[config.mk]
export PLATFORM = sky130hd
export DESIGN_NAME = alu_seq_ctrl
export DESIGN_NICKNAME = d
export VERILOG_FILES = /design/src/rtl/alu_seq_ctrl_pkg.sv /design/src/rtl/alu_seq_ctrl_alu.sv /design/src/rtl/alu_seq_ctrl.sv
export SDC_FILE = /design/constraint.sdc
export NUM_CORES = 1
export LEC_CHECK = 0
export ABC_AREA = 1
export CAP_MARGIN = 30
export CORE_MARGIN = 2
export CORE_UTILIZATION = 47
export DETAILED_ROUTE_END_ITERATION = 16
export GPL_ROUTABILITY_DRIVEN = 1
export GPL_TIMING_DRIVEN = 1
export MAX_ROUTING_LAYER = met4
export PLACE_DENSITY = 0.8
export RECOVER_POWER = 25
export SLEW_MARGIN = 15
export SYNTH_ARGS = -nofsm -noshare
export SYNTH_HDL_FRONTEND = slang
export SYNTH_HIERARCHICAL = 1
export SYNTH_SLANG_ARGS = --single-unit
[constraint.sdc]
create_clock -name clk -period 3.82 [get_ports clk]
set_input_delay 0.764 -clock clk [delete_from_list [all_inputs] [get_ports clk]]
set_output_delay 0.764 -clock clk [all_outputs]
set_load 0.005 [all_outputs]
[src/rtl/alu_seq_ctrl_pkg.sv]
// Shared codes for the ALU multiply/divide sequencer:
// ALU control words, FSM states and operation selects.
package alu_seq_ctrl_pkg;

  typedef struct packed {
    logic zx;
    logic nx;
    logic zy;
    logic ny;
    logic f;
    logic no;
  } alu_ctrl_t;

  localparam alu_ctrl_t ALU_X         = 6'b001100;
  localparam alu_ctrl_t ALU_X_PLUS_Y  = 6'b000010;
  localparam alu_ctrl_t ALU_X_MINUS_Y = 6'b010011;

  typedef enum logic [1:0] {
    S_IDLE = 2'd0,
    S_RUN  = 2'd1,
    S_DONE = 2'd2
  } state_e;

  localparam logic OP_MUL  = 1'b0;
  localparam logic OP_DIVU = 1'b1;

endpackage

[src/rtl/alu_seq_ctrl_alu.sv]
// Hack ALU: optional zero/negate on each operand,
// add or AND, optional negate of the result.
module alu #(
  parameter int WIDTH = 16
) (
  input  logic [WIDTH-1:0] i_x,
  input  logic [WIDTH-1:0] i_y,
  input  logic             i_zx,
  input  logic             i_nx,
  input  logic             i_zy,
  input  logic             i_ny,
  input  logic             i_f,
  input  logic             i_no,
  output logic [WIDTH-1:0] o_out,
  output logic             o_zr,
  output logic             o_ng
);

  logic [WIDTH-1:0] w_x0;
  logic [WIDTH-1:0] w_x1;
  logic [WIDTH-1:0] w_y0;
  logic [WIDTH-1:0] w_y1;
  logic [WIDTH-1:0] w_f;

  assign w_x0  = i_zx ? '0 : i_x;
  assign w_x1  = i_nx ? ~w_x0 : w_x0;
  assign w_y0  = i_zy ? '0 : i_y;
  assign w_y1  = i_ny ? ~w_y0 : w_y0;
  assign w_f   = i_f ? (w_x1 + w_y1) : (w_x1 & w_y1);
  assign o_out = i_no ? ~w_f : w_f;
  assign o_zr  = (o_out == '0);
  assign o_ng  = o_out[WIDTH-1];

endmodule

[src/rtl/alu_seq_ctrl.sv]
// Multi-cycle unsigned multiply / restoring divide,
// one Hack ALU operation per cycle, start/busy/done.
module alu_seq_ctrl
  import alu_seq_ctrl_pkg::*;
#(
  parameter int WIDTH = 16
) (
  input  logic             clk,
  input  logic             rst_n,
  input  logic             start,
  input  logic             op,
  input  logic [WIDTH-1:0] a,
  input  logic [WIDTH-1:0] b,
  output logic             busy,
  output logic             done,
  output logic [WIDTH-1:0] result,
  output logic [WIDTH-1:0] remainder,
  output logic             div_zero
);

  state_e r_state;
  state_e w_next;

  // r_acc doubles as rem, r_mcand as quo
  logic [WIDTH-1:0] r_acc;
  logic [WIDTH-1:0] r_mcand;
  logic [WIDTH-1:0] r_mplier;
  logic [WIDTH-1:0] r_b;
  logic             r_op;
  logic [3:0]       r_count;
  logic [WIDTH-1:0] r_result;
  logic [WIDTH-1:0] r_remainder;
  logic             r_div_zero;

  logic [WIDTH-1:0] w_rem_sh;
  logic [WIDTH-1:0] w_quo_sh;
  logic             w_carry;
  logic             w_ge;
  logic             w_dz;
  logic             w_last;
  logic [WIDTH-1:0] w_x;
  logic [WIDTH-1:0] w_y;
  alu_ctrl_t        w_ctrl;
  logic [WIDTH-1:0] w_alu;
  logic             w_zr;
  logic             w_ng;
  logic [1:0]       w_unused_flags;
  logic [WIDTH-1:0] w_acc_nx;
  logic [WIDTH-1:0] w_mcand_nx;

  assign w_rem_sh = {r_acc[WIDTH-2:0], r_mcand[WIDTH-1]};
  assign w_quo_sh = {r_mcand[WIDTH-2:0], 1'b0};
  assign w_carry  = r_acc[WIDTH-1];
  assign w_ge     = w_carry | (w_rem_sh >= r_b);
  assign w_dz     = (r_op == OP_DIVU) && (r_b == '0);
  assign w_last   = (r_count == 4'hF);

  always_comb begin
    w_x    = r_acc;
    w_y    = r_mcand;
    w_ctrl = ALU_X;
    if (r_op == OP_DIVU) begin
      w_x = w_rem_sh;
      w_y = r_b;
    end
    if (r_state == S_RUN) begin
      w_ctrl = (r_op == OP_DIVU) ? ALU_X_MINUS_Y : ALU_X_PLUS_Y;
    end
  end

  alu #(
    .WIDTH(WIDTH)
  ) u_alu (
    .i_x  (w_x),
    .i_y  (w_y),
    .i_zx (w_ctrl.zx),
    .i_nx (w_ctrl.nx),
    .i_zy (w_ctrl.zy),
    .i_ny (w_ctrl.ny),
    .i_f  (w_ctrl.f),
    .i_no (w_ctrl.no),
    .o_out(w_alu),
    .o_zr (w_zr),
    .o_ng (w_ng)
  );

  assign w_unused_flags = {w_zr, w_ng};

  always_comb begin
    w_acc_nx   = r_acc;
    w_mcand_nx = r_mcand;
    if (r_op == OP_DIVU) begin
      w_acc_nx   = w_ge ? w_alu : w_rem_sh;
      w_mcand_nx = {w_quo_sh[WIDTH-1:1], w_ge};
    end else begin
      w_acc_nx   = r_mplier[0] ? w_alu : r_acc;
      w_mcand_nx = w_quo_sh;
    end
  end

  always_comb begin
    w_next = r_state;
    unique case (r_state)
      S_IDLE:  if (start) w_next = S_RUN;
      S_RUN:   if (w_dz || w_last) w_next = S_DONE;
      S_DONE:  w_next = S_IDLE;
      default: w_next = S_IDLE;
    endcase
  end

  always_ff @(posedge clk) begin
    if (!rst_n) begin
      r_state <= S_IDLE;
    end else begin
      r_state <= w_next;
    end
  end

  always_ff @(posedge clk) begin
    if (!rst_n) begin
      r_acc       <= '0;
      r_mcand     <= '0;
      r_mplier    <= '0;
      r_b         <= '0;
      r_op        <= OP_MUL;
      r_count     <= '0;
      r_result    <= '0;
      r_remainder <= '0;
      r_div_zero  <= 1'b0;
    end else begin
      unique case (r_state)
        S_IDLE: begin
          if (start) begin
            r_acc      <= '0;
            r_mcand    <= a;
            r_mplier   <= b;
            r_b        <= b;
            r_op       <= op;
            r_count    <= '0;
            r_div_zero <= 1'b0;
          end
        end
        S_RUN: begin
          if (w_dz) begin
            r_result    <= '1;
            r_remainder <= r_mcand;
            r_div_zero  <= 1'b1;
          end else begin
            r_acc    <= w_acc_nx;
            r_mcand  <= w_mcand_nx;
            r_mplier <= r_mplier >> 1;
            r_count  <= r_count + 4'd1;
            if (w_last) begin
              r_result    <= (r_op == OP_DIVU) ? w_mcand_nx : w_acc_nx;
              r_remainder <= (r_op == OP_DIVU) ? w_acc_nx : '0;
            end
          end
        end
        default: ;
      endcase
    end
  end

  assign busy      = (r_state != S_IDLE);
  assign done      = (r_state == S_DONE);
  assign result    = r_result;
  assign remainder = r_remainder;
  assign div_zero  = r_div_zero;

endmodule

Yosys cells after proc, flatten, opt, wreduce, memory -nomap -nowiden

Index checks and enable logic that the tools add are counted.

Bitwise gates (word level): 5
$add $sub $neg: 2
Mux-type cells: 38
Reduce and logical (&&, ||, !) cells: 12
Eq/ne operators: 7
Order comparisons: 1

Operators with widths:

| cell                                                            | number |
|---|---|
| 16-bit 2-to-1 mux                                               | 23 |
| 16-bit one-hot mux with 2 select lines                          | 3 |
| 16-bit inverter                                                 | 3 |
| 16-bit adder                                                    | 1 |
| 16-bit AND                                                      | 1 |
| 16-bit >= comparator                                            | 1 |
| 16-bit logical NOT                                              | 1 |
| 4-bit 2-to-1 mux                                                | 2 |
| 4-bit one-hot mux with 2 select lines                           | 1 |
| 6-bit 2-to-1 mux                                                | 1 |
| 2-bit != test, second input constant                            | 3 |
| 2-bit AND reduction                                             | 3 |
| 3-bit AND reduction                                             | 2 |
| 2-bit nonzero test                                              | 3 |
| 5-bit 2-to-1 mux                                                | 1 |
| 4-bit by 1-bit adder with 4-bit output, second input constant   | 1 |
| 4-bit == test, second input constant                            | 1 |
| 2-bit 2-to-1 mux                                                | 2 |
| 2-bit one-hot mux with 2 select lines                           | 1 |
| 1-bit 2-to-1 mux                                                | 3 |
| 2-bit by 1-bit == test with 1-bit output, second input constant | 1 |
| 2-bit == test, second input constant                            | 1 |
| 2-bit logical NOT                                               | 1 |
| 2-bit by 1-bit != test with 1-bit output, second input constant | 1 |
| 4 further kinds                                                 | 4 |

Output and inout port bits: 35
Input port bits: 36
Logic and storage cells: 75
Register bits after elaboration: 104

Depth between registers and ports, before layout

Depth in word-level cells: 14
Mapped depth: 31
Gate-level depth less buffers: 27

By module

The synthesis kept the hierarchy.

Modules (own cells, without submodules):

| module       | sequential area each (µm²) | times used | cells an instance | area an instance (µm²) |
|---|---|---|---|---|
| alu_seq_ctrl | 2082.0                     | 1          | 807               | 5549.1 |
| alu          | 0.0                        | 1          | 419               | 2089.5 |

Worst setup path before layout

No wires, ideal clock.

Kind: reg2reg
Start: register r_state[0]
End: register r_acc[14]
Arrival time: 3.913 ns
Clock period less this slack: 4.049 ns
Slack: -0.229 ns
Required time: 3.685 ns
Stages on the path, launching flop included: 28
Setup time: 0.135 ns
Path through: dfxtp_1 -> inv_1 -> nor2_1 -> buf_2 -> inv_1 -> clkbuf_1 -> nor2_1 -> clkbuf_1 -> buf_2 -> xnor2_1 -> ha_1 -> fa_1 -> nand3_1 -> nand3_2 -> nand2_1 -> nand2_2 -> nand2_1 -> nand2_1 -> nand2_1 -> nand3_1 -> nand3_1 -> nand2_1 -> a211oi_1 -> inv_1 -> nand2_1 -> inv_1 -> nand3_1 -> a21oi_1

RTL lines:

| item                   | line                | RTL |
|---|---|---|
| from (decl)            | alu_seq_ctrl.sv:21  | `state_e r_state;` |
| from (signal assigned) | alu_seq_ctrl.sv:115 | `r_state <= w_next;` |
| to (signal assigned)   | alu_seq_ctrl.sv:149 | `r_acc <= w_acc_nx;` |
| to (decl)              | alu_seq_ctrl.sv:25  | `logic [WIDTH-1:0] r_acc;` |

==> metrics.yaml <==
run:
  drv_cap: 0
routing:
  wl_per_cell_um: 15.19
  wl_um: 22220
  dr.pass1.iters: 6
  vias_per_cell: 5.548
  vias: 8117
  drc: 0
  first_iter_violations: 813
  postRouteAntennaNets: 0
power:
  p_seq_frac: 0.358
  max-vdd-ir-drop_uv: 271.8
  netSwitchingPower_mw: 1.328
  finalPower_mw: 3.412
  p_comb_frac: 0.351
  p_leak_nw: 4.136
  p_int_mw: 2.084
  p_per_area_nw_per_um2: 392.7
  sw_frac_of_total: 0.3892
  clkPwrFrac: 0.291
clock_tree:
  cts_buffer_depth: 2
  clock_latency_ps: 350
  clk_pin_slew_ps: 70
  cts_tree: "yes"
  cts_max_level: 3
  clock-root-buffer: "clkbuf_16"
  numCtsBuffers: 9
  postCtsHoldBufs: 0
  cts.sinks: 104
placed_design:
  dp_hpwl_um: 15950
  place_congestion: 0.9602
  port_buffers: 70
  placed_cell_area_um2: 8329
die:
  die_area_um2: 17160
  io_pins: 71
  initial_core_util: 0.4790
  rows: 46
  core_um2: 15830
  die_x_um: 131.0
  die_y_um: 131.0
sta:
  finalHoldViolCount: 0
  fmax_mhz: 283.1
  max_slew_margin: 0.1819
  worst_pin_slew_ps: 1227
  holdWs_ps: 470.7
  clock_skew_ps: 11.19
  slew_violations: 0
  tns_ps: 0
  finalCriticalPeriod_ps: 3533
  period_share: 0.9249
  rsz0062_at_grt: "no"
  setup_violations: 0
logic_synthesis:
  syn-cell-area_um2: 7581
  synth.avg_cell_area_um2: 6.255
  synth_fp_nets: 1282
  syn_inst: 1212
  ys_warn_count: 6
critical_path:
  start_kind: "flop"
  critPathMaxFanout: 21
  arrival_ps: 3740
  worst_ep_required_time_ps: 4030
  end_kind: "flop"
  crit_type: "flop to flop"
grt:
  grt_pass1_vias: 7164
  grt_max_degree: 76
  overflow: 0
  grt_pass1_wl_um: 36070
  antenna_found_initial: 0
  grt_use_total: 0.2707
worst_hold_path:
  holdCritPathClass: "flop to flop"
cells_and_area:
  finalInstanceArea_um2: 8687
  areaGrowthSynthToFinish_pct: 14.59
  n_antenna_cell: 0
  drive_gt1_frac: 0.06175
  nNetsFinal: 1312
run_status:
  status: "finished clean"
## timing repair
item | in CTS | in global routing
setup buffers | 0 | 0
resized for setup | 0 | 16
endpoints found under the setup margin | 0 | 11
## metal layers
metal  track usage  routed length (µm)  up-vias
li1              -                   -     4012
met5             -                   0        -
met4        0.1039                 904        0
met2        0.4221               10150      327
met1        0.3572                9673     3705
met3       0.03583                1493       73
## power groups by stage
stage	clock (mW)	combinational, mW	sequential (mW)
4_1_cts	1.00	1.17	1.22
3_3_place_gp	0	1.14	1.24
2_1_floorplan	0	0.899	1.21
3_5_place_dp	0	1.16	1.24
6_report	0.993	1.20	1.22
5_1_grt	1.05	1.35	1.22
## through the flow
stage                     cells  setup WS [ps]  utilization
after floorplan            1212          35.27            -
after global placement     1447          406.4       0.5262
after detailed placement   1447          333.8       0.5262
after CTS                  1463          323.5       0.5465
after global routing       1463          6.184       0.5489
final                      1463          287.1       0.5489
## registers in the layout, summed over array words and instances, names as in the netlist
register,cells
r_acc,16
r_mcand,16
remainder,16
r_op,1
r_b,16
r_count,4
div_zero,1
r_state,2
result,16
r_mplier,16
## worst paths after layout
| check | slack [ps] | end | start | cells past startpoint |
|---|---|---|---|---|
| hold / removal | 470 | div_zero | div_zero | 1 |
| setup reg to reg | 290 | r_acc[12] | r_state[0] | 24 |
| hold reg to reg | 470 | div_zero | div_zero | 1 |
| setup / recovery | 290 | r_acc[12] | r_state[0] | 24 |
## layout make-up
class                   count  area [µm²]
fillers                  1555        7141
clock inverters             7       95.09
flip-flops and latches    104        2082
inverters                 173       660.6
well taps                 216       270.3
clock buffers               9       225.2
repair buffers             85       835.8
multi-input cells         869        4518
## worst max-delay path, stage by stage (launching register included)
cell and delay (ps):
dfxtp_1 360, inv_1 80, nor2_4 140, clkinvlp_4 190, nor2_4 170, buf_8 210, xor2_1 220, inv_1 70
ha_1 350, nand2_1 110, inv_1 50, a21oi_1 190, nand2_1 100, nand2_1 140, nand2_1 90, nand2_1 60
nand3_1 60, nand3_1 100, nand2_1 120, a211oi_1 240, inv_1 100, nand2_1 70, inv_1 50, nand3_1 70
a21oi_1 60
## placed cells by master, fill, tap and decap left out, drive strengths merged
cell type and n:
nand3 117, o211ai 1, a32oi 1, ha 33, clkbuf 10, dlygate4sd3 17, buf 15, xor2 33
clkdlybuf4s50 52, a32o 1, inv 173, clkinvlp 1, a22oi 5, a211oi 20, nand3b 10, a21oi 98
nand2 319, or2 1, dfxtp 104, nand4 8, bufinv 1, and3 2, fa 1, nor3 3
and2 1, xnor2 1, a31oi 30, nor2 75, o21ai 108, conb 1, clkinv 5
Power figures use the tool's default switching activity.
